### src/rtl/cache_pkg.sv
// Shared cache-fill definitions: controller state encoding and block geometry,
// used by the fill controller and by the cache tag/data arrays.
package cache_pkg;

  typedef enum logic {
    IDLE = 1'b0,
    FILL = 1'b1
  } fill_state_e;

  localparam int WORDS_PER_BLOCK = 8;
  // Byte offset within a block: word index bits plus the byte-in-word bit.
  localparam int OFFSET_BITS     = $clog2(WORDS_PER_BLOCK) + 1;

endpackage

### src/rtl/fill_counter.sv
// Saturating up-counter with synchronous clear and enable; done is high once
// the count has reached LIMIT, and the count then holds there.
module fill_counter #(
  parameter int LIMIT = 8,
  parameter int WIDTH = $clog2(LIMIT) + 1
) (
  input  logic             clk,
  input  logic             rst_n,
  input  logic             clear,
  input  logic             enable,
  output logic [WIDTH-1:0] count,
  output logic             done
);

  logic [WIDTH-1:0] count_q;
  logic [WIDTH-1:0] count_d;

  always_comb begin
    count_d = count_q;
    if (clear) begin
      count_d = '0;
    end else if (enable && !done) begin
      count_d = count_q + WIDTH'(1);
    end
  end

  always_ff @(posedge clk or negedge rst_n) begin
    if (!rst_n) begin
      count_q <= '0;
    end else begin
      count_q <= count_d;
    end
  end

  assign count = count_q;
  assign done  = (count_q == WIDTH'(LIMIT));

endmodule

### src/rtl/cache_fill_fsm.sv
// Miss-handling controller: issues one pipelined memory read per block word,
// streams returned words into the data array and writes the tag on the last one.
module cache_fill_fsm #(
  parameter int WORDS_PER_BLOCK = 8,
  parameter int ADDR_WIDTH      = 16
) (
  input  logic                               clk,
  input  logic                               rst_n,
  input  logic                               miss_detected,
  input  logic [ADDR_WIDTH-1:0]              miss_address,
  output logic                               fsm_busy,
  output logic                               memory_enable,
  output logic [ADDR_WIDTH-1:0]              memory_address,
  input  logic                               memory_data_valid,
  output logic                               write_data_array,
  output logic [$clog2(WORDS_PER_BLOCK)-1:0] word_index,
  output logic                               write_tag_array
);

  import cache_pkg::*;

  localparam int IDX_BITS          = $clog2(WORDS_PER_BLOCK);
  localparam int CNT_BITS          = IDX_BITS + 1;
  localparam int BLOCK_OFFSET_BITS = IDX_BITS + 1;
  localparam logic [ADDR_WIDTH-1:0] OFFSET_MASK = ADDR_WIDTH'((1 << BLOCK_OFFSET_BITS) - 1);

  fill_state_e           state_q, state_d;
  logic [ADDR_WIDTH-1:0] base_q, base_d;

  logic                issue_clear, issue_en, issue_done;
  logic                return_clear, return_en, return_done;
  logic [CNT_BITS-1:0] issue_cnt, return_cnt;

  fill_counter #(.LIMIT(WORDS_PER_BLOCK), .WIDTH(CNT_BITS)) u_issue_cnt (
    .clk    (clk),
    .rst_n  (rst_n),
    .clear  (issue_clear),
    .enable (issue_en),
    .count  (issue_cnt),
    .done   (issue_done)
  );

  fill_counter #(.LIMIT(WORDS_PER_BLOCK), .WIDTH(CNT_BITS)) u_return_cnt (
    .clk    (clk),
    .rst_n  (rst_n),
    .clear  (return_clear),
    .enable (return_en),
    .count  (return_cnt),
    .done   (return_done)
  );

  always_comb begin
    state_d          = state_q;
    base_d           = base_q;
    issue_clear      = 1'b0;
    issue_en         = 1'b0;
    return_clear     = 1'b0;
    return_en        = 1'b0;
    memory_enable    = 1'b0;
    memory_address   = '0;
    write_data_array = 1'b0;
    word_index       = '0;
    write_tag_array  = 1'b0;

    unique case (state_q)
      IDLE: begin
        if (miss_detected) begin
          base_d       = miss_address & ~OFFSET_MASK;
          issue_clear  = 1'b1;
          return_clear = 1'b1;
          state_d      = FILL;
        end
      end
      FILL: begin
        // Base has its offset bits cleared, so OR-ing the word offset never carries.
        if (!issue_done) begin
          memory_enable  = 1'b1;
          memory_address = base_q | (ADDR_WIDTH'(issue_cnt) << 1);
          issue_en       = 1'b1;
        end
        if (memory_data_valid && !return_done) begin
          write_data_array = 1'b1;
          word_index       = return_cnt[IDX_BITS-1:0];
          return_en        = 1'b1;
          if (return_cnt == CNT_BITS'(WORDS_PER_BLOCK - 1)) begin
            write_tag_array = 1'b1;
            state_d         = IDLE;
          end
        end
      end
      default: state_d = IDLE;
    endcase
  end

  always_ff @(posedge clk or negedge rst_n) begin
    if (!rst_n) begin
      state_q <= IDLE;
      base_q  <= '0;
    end else begin
      state_q <= state_d;
      base_q  <= base_d;
    end
  end

  assign fsm_busy = (state_q == FILL);

endmodule

### config.mk
export PLATFORM = sky130hd
export DESIGN_NAME = cache_fill_fsm
export DESIGN_NICKNAME = d
export VERILOG_FILES = /design/src/rtl/cache_pkg.sv /design/src/rtl/fill_counter.sv /design/src/rtl/cache_fill_fsm.sv
export SDC_FILE = /design/constraint.sdc
export NUM_CORES = 1
export LEC_CHECK = 0
export BUFFER_PORTS_ARGS = -buffer_cell sky130_fd_sc_hd__buf_2
export CAP_MARGIN = 20
export CORE_ASPECT_RATIO = 0.75
export CORE_MARGIN = 2
export CORE_UTILIZATION = 43
export DETAILED_ROUTE_END_ITERATION = 8
export PLACE_DENSITY = 0.74
export SYNTH_ARGS = -nofsm -noshare
export SYNTH_HDL_FRONTEND = slang
export SYNTH_SLANG_ARGS = --single-unit
### constraint.sdc
create_clock -name clk -period 1.5 [get_ports clk]
set_clock_uncertainty 0.1 [all_clocks]
set_input_delay 0.3 -clock clk [delete_from_list [all_inputs] [get_ports clk]]
set_output_delay 0.3 -clock clk [all_outputs]
set_load 0.05 [all_outputs]
==> impl_metrics.env <==
export IMPL_synth_area_per_cell_sq_um=8.96
export IMPL_top_usage_layer="met2"
export IMPL_drc=0
export IMPL_place_area_sq_um=1540
export IMPL_groute_layer_met1_usage_pct=29.1
export IMPL_ant_nets=0
export IMPL_io_pins=43
export IMPL_grt_max_degree=22
export IMPL_gr_usage_met2_pct=48.2
export IMPL_die_h_microns=48.0
export IMPL_clock_sinks=21
export IMPL_cts_tree="done"
export IMPL_cp_max_fo=5
export IMPL_cap_violations=0
export IMPL_grt_pass1_vias=1168
export IMPL_drive_gt1_share_pct=60.4
export IMPL_core_region_area_sq_um=2360
export IMPL_fmax_mhz=504
export IMPL_syn_area_sq_um=1110
export IMPL_use_met3_pct=5.88
export IMPL_clockRootBuffer="clkbuf_4"
export IMPL_final_cell_area_sq_um=1990
export IMPL_holdPathStages=3
export IMPL_timing_final_crit_share_pct=132
export IMPL_cp_start_kind="register"
export IMPL_clkTransAtPathRegs_ns=0.12
export IMPL_run_status="complete, but fails checks"
export IMPL_hpwl_microns=2100
export IMPL_end_kind="output pin"
export IMPL_seqCellArea_sq_um=528
export IMPL_setup_viol=26
export IMPL_r2r_cells=7
export IMPL_failed_checks="setup timing"
export IMPL_hold_ws_ns=0.0784
export IMPL_hold_viol_final=0
export IMPL_ys_ff_latch=21
export IMPL_grt_pass1_wl_microns=5640
export IMPL_nNetsFinal=222
export IMPL_wl_per_cell_microns=16.9
export IMPL_required_ns=1.10
export IMPL_critical_path_class="reg -> out"
export IMPL_viasPerCell=5.05
export IMPL_grt_ovfl_total=0
export IMPL_detail_route_first_pass_iterations=5
export IMPL_worst_slack_ns=-0.484
export IMPL_vdd_drop_max_mv=1.83
export IMPL_numCtsBuffers=3
export IMPL_fillers=132
export IMPL_antenna_found_initial=0
export IMPL_first_iter_violations=52
export IMPL_hold_path_class="in -> reg"
export IMPL_final_max_slew_viol_count=0
export IMPL_syn_inst=124
export IMPL_arrival_ns=1.58
export IMPL_die_area_sq_um=3010
export IMPL_std_cell_rows=15
export IMPL_grt_use_total_pct=25.6
export IMPL_antenna_cells=0
export IMPL_power_density_nw_per_um2=2770
export IMPL_ys_types=28
export IMPL_multiInputGateArea_sq_um=706
export IMPL_p_leak_nw=1.02
export IMPL_fin_crit_ns=1.98
export IMPL_synth_seq_area_share_pct=47.3
export IMPL_rsz0062_at_grt="yes"
export IMPL_yosys_warnings=0
export IMPL_post_route_util_pct=84.3
export IMPL_clk_latency_ns=0.31
export IMPL_area_growth_pct=79.5
export IMPL_chipWidth_microns=62.7
export IMPL_cts_htree_levels=1
export IMPL_cts_buffer_depth=2
export IMPL_finalPower_mw=5.53
export IMPL_vias=1167
export IMPL_start_util_pct=47.0
export IMPL_routed_wl_microns=3900
export IMPL_portBuffers=37
export IMPL_gp_congestion=0.802
export IMPL_synth_net_count=148
## stage by stage
stage	setup slack, ns	setup TNS (ns)	instances
after floorplan	-0.216	-3.45	124
after global placement	-0.296	-4.73	211
after detailed placement	-0.303	-5.09	211
after CTS	-0.456	-8.68	225
after global routing	-0.532	-10.39	231
final	-0.484	-8.98	231
## worst max-delay path, cell delays in order (launching register included)
cell and delay, ns:
dfrtp_1 0.43, buf_6 0.13, inv_4 0.05, ha_4 0.13, a31o_4 0.23, clkinvlp_4 0.13
buf_6 0.16
## cell usage after synthesis
cell      number  area [sq um]
nand2_1       40           150
dfrtp_1       21           526
and2_1        14          87.6
nor2_1         8          30.0
inv_1          6          22.5
ha_1           4          50.1
mux2i_1        4          40.0
buf_2          3          15.0
nand3_1        3          15.0
nand2b_1       2          12.5
nor2b_1        2          12.5
a21o_1         1          7.51
a21oi_1        1          5.00
a31o_4         1          17.5
a32o_1         1          10.0
buf_4          1          7.51
buf_6          1          11.3
conb_1         1          3.75
mux2_2         1          11.3
mux2_4         1          15.0
nand2_2        1          6.26
nor2b_2        1          8.76
nor3_1         1          5.00
nor3b_1        1          7.51
o21a_1         1          7.51
o21a_2         1          8.76
xnor2_1        1          8.76
xor2_1         1          8.76
## sequential cells by signal, summed over array words and instances, names as in the netlist
signal / flops
base_q: 12
u_return_cnt.count: 4
u_issue_cnt.count: 4
fsm_busy: 1
## worst paths after layout
kind	startpoint	slack (ns)	to
max	u_return_cnt.count[0]$_DFFE_PN0P_	-0.48	write_data_array
min	miss_address[6]	0.08	base_q[6]$_DFFE_PN0P_
max reg2reg	u_return_cnt.count[0]$_DFFE_PN0P_	-0.19	u_return_cnt.count[2]$_DFFE_PN0P_
min reg2reg	base_q[7]$_DFFE_PN0P_	0.40	base_q[7]$_DFFE_PN0P_
max in group asynchronous	rst_n	0.54	fsm_busy$_DFF_PN0_
min in group asynchronous	rst_n	0.40	base_q[4]$_DFFE_PN0P_
## placed cells by master (no fill, tap or decap), types with 2 or more instances in the layout
cell type  instances
buf_8              6
nand2_1           39
clkbuf_4           3
dfrtp_2            2
buf_4             23
buf_2             15
mux2_4             2
dfrtp_1           19
nor2_4             3
nand2_4            2
buf_6             28
nand3_1            2
o21a_4             3
nor2_1             4
inv_2              4
mux2i_1            3
ha_4               3
and2_4            14
nor2b_1            2
## report_power, final
part	internal [mW]	switching, mW	leakage, nW
Combinational	1.98	2.22	0.755
Sequential	0.837	0.219	0.254
Clock	0.104	0.177	0.0150
## cell type report
cell class | instances | area share (%)
inverters | 6 | 1.44
clock buffers | 4 | 1.32
repair buffers | 73 | 33.2
well taps | 34 | 2.13
multi-input cells | 93 | 35.4
flip-flops and latches | 21 | 26.5
## logic make-up (layout without fill, tap and decap cells)
family	count (synthesis)	after routing	share of synthesized area (%)
AND/OR/NAND/NOR	73	73	30.2
flip-flops	21	21	47.3
buffers and inverters	11	83	5.07
AO/OA/AOI/OAI	6	7	5.07
multiplexers	6	6	5.97
adder cells (fa/ha/maj)	4	4	4.50
XOR/XNOR	2	2	1.58
other	1	1	0.338
## repair_timing
| item | in CTS | in global routing |
|---|---|---|
| pin swaps | 15 | 7 |
| buffers inserted | 9 | 10 |
| gates cloned | 1 | 0 |
| hold buffers | 1 | 0 |
| resized for setup | 81 | 16 |
| endpoints found under the setup margin | 26 | 40 |
| endpoints found under the hold margin | 21 | 0 |
## layer usage
| metal | share of wire (%) | wire length [microns] |
|---|---|---|
| met1 | 38 | 1470 |
| met2 | 54 | 2120 |
| met5 | 0 | 0 |
| met4 | 3.6 | 139 |
| met3 | 4.5 | 175 |
No activity file was read; power rests on OpenSTA's default activity.
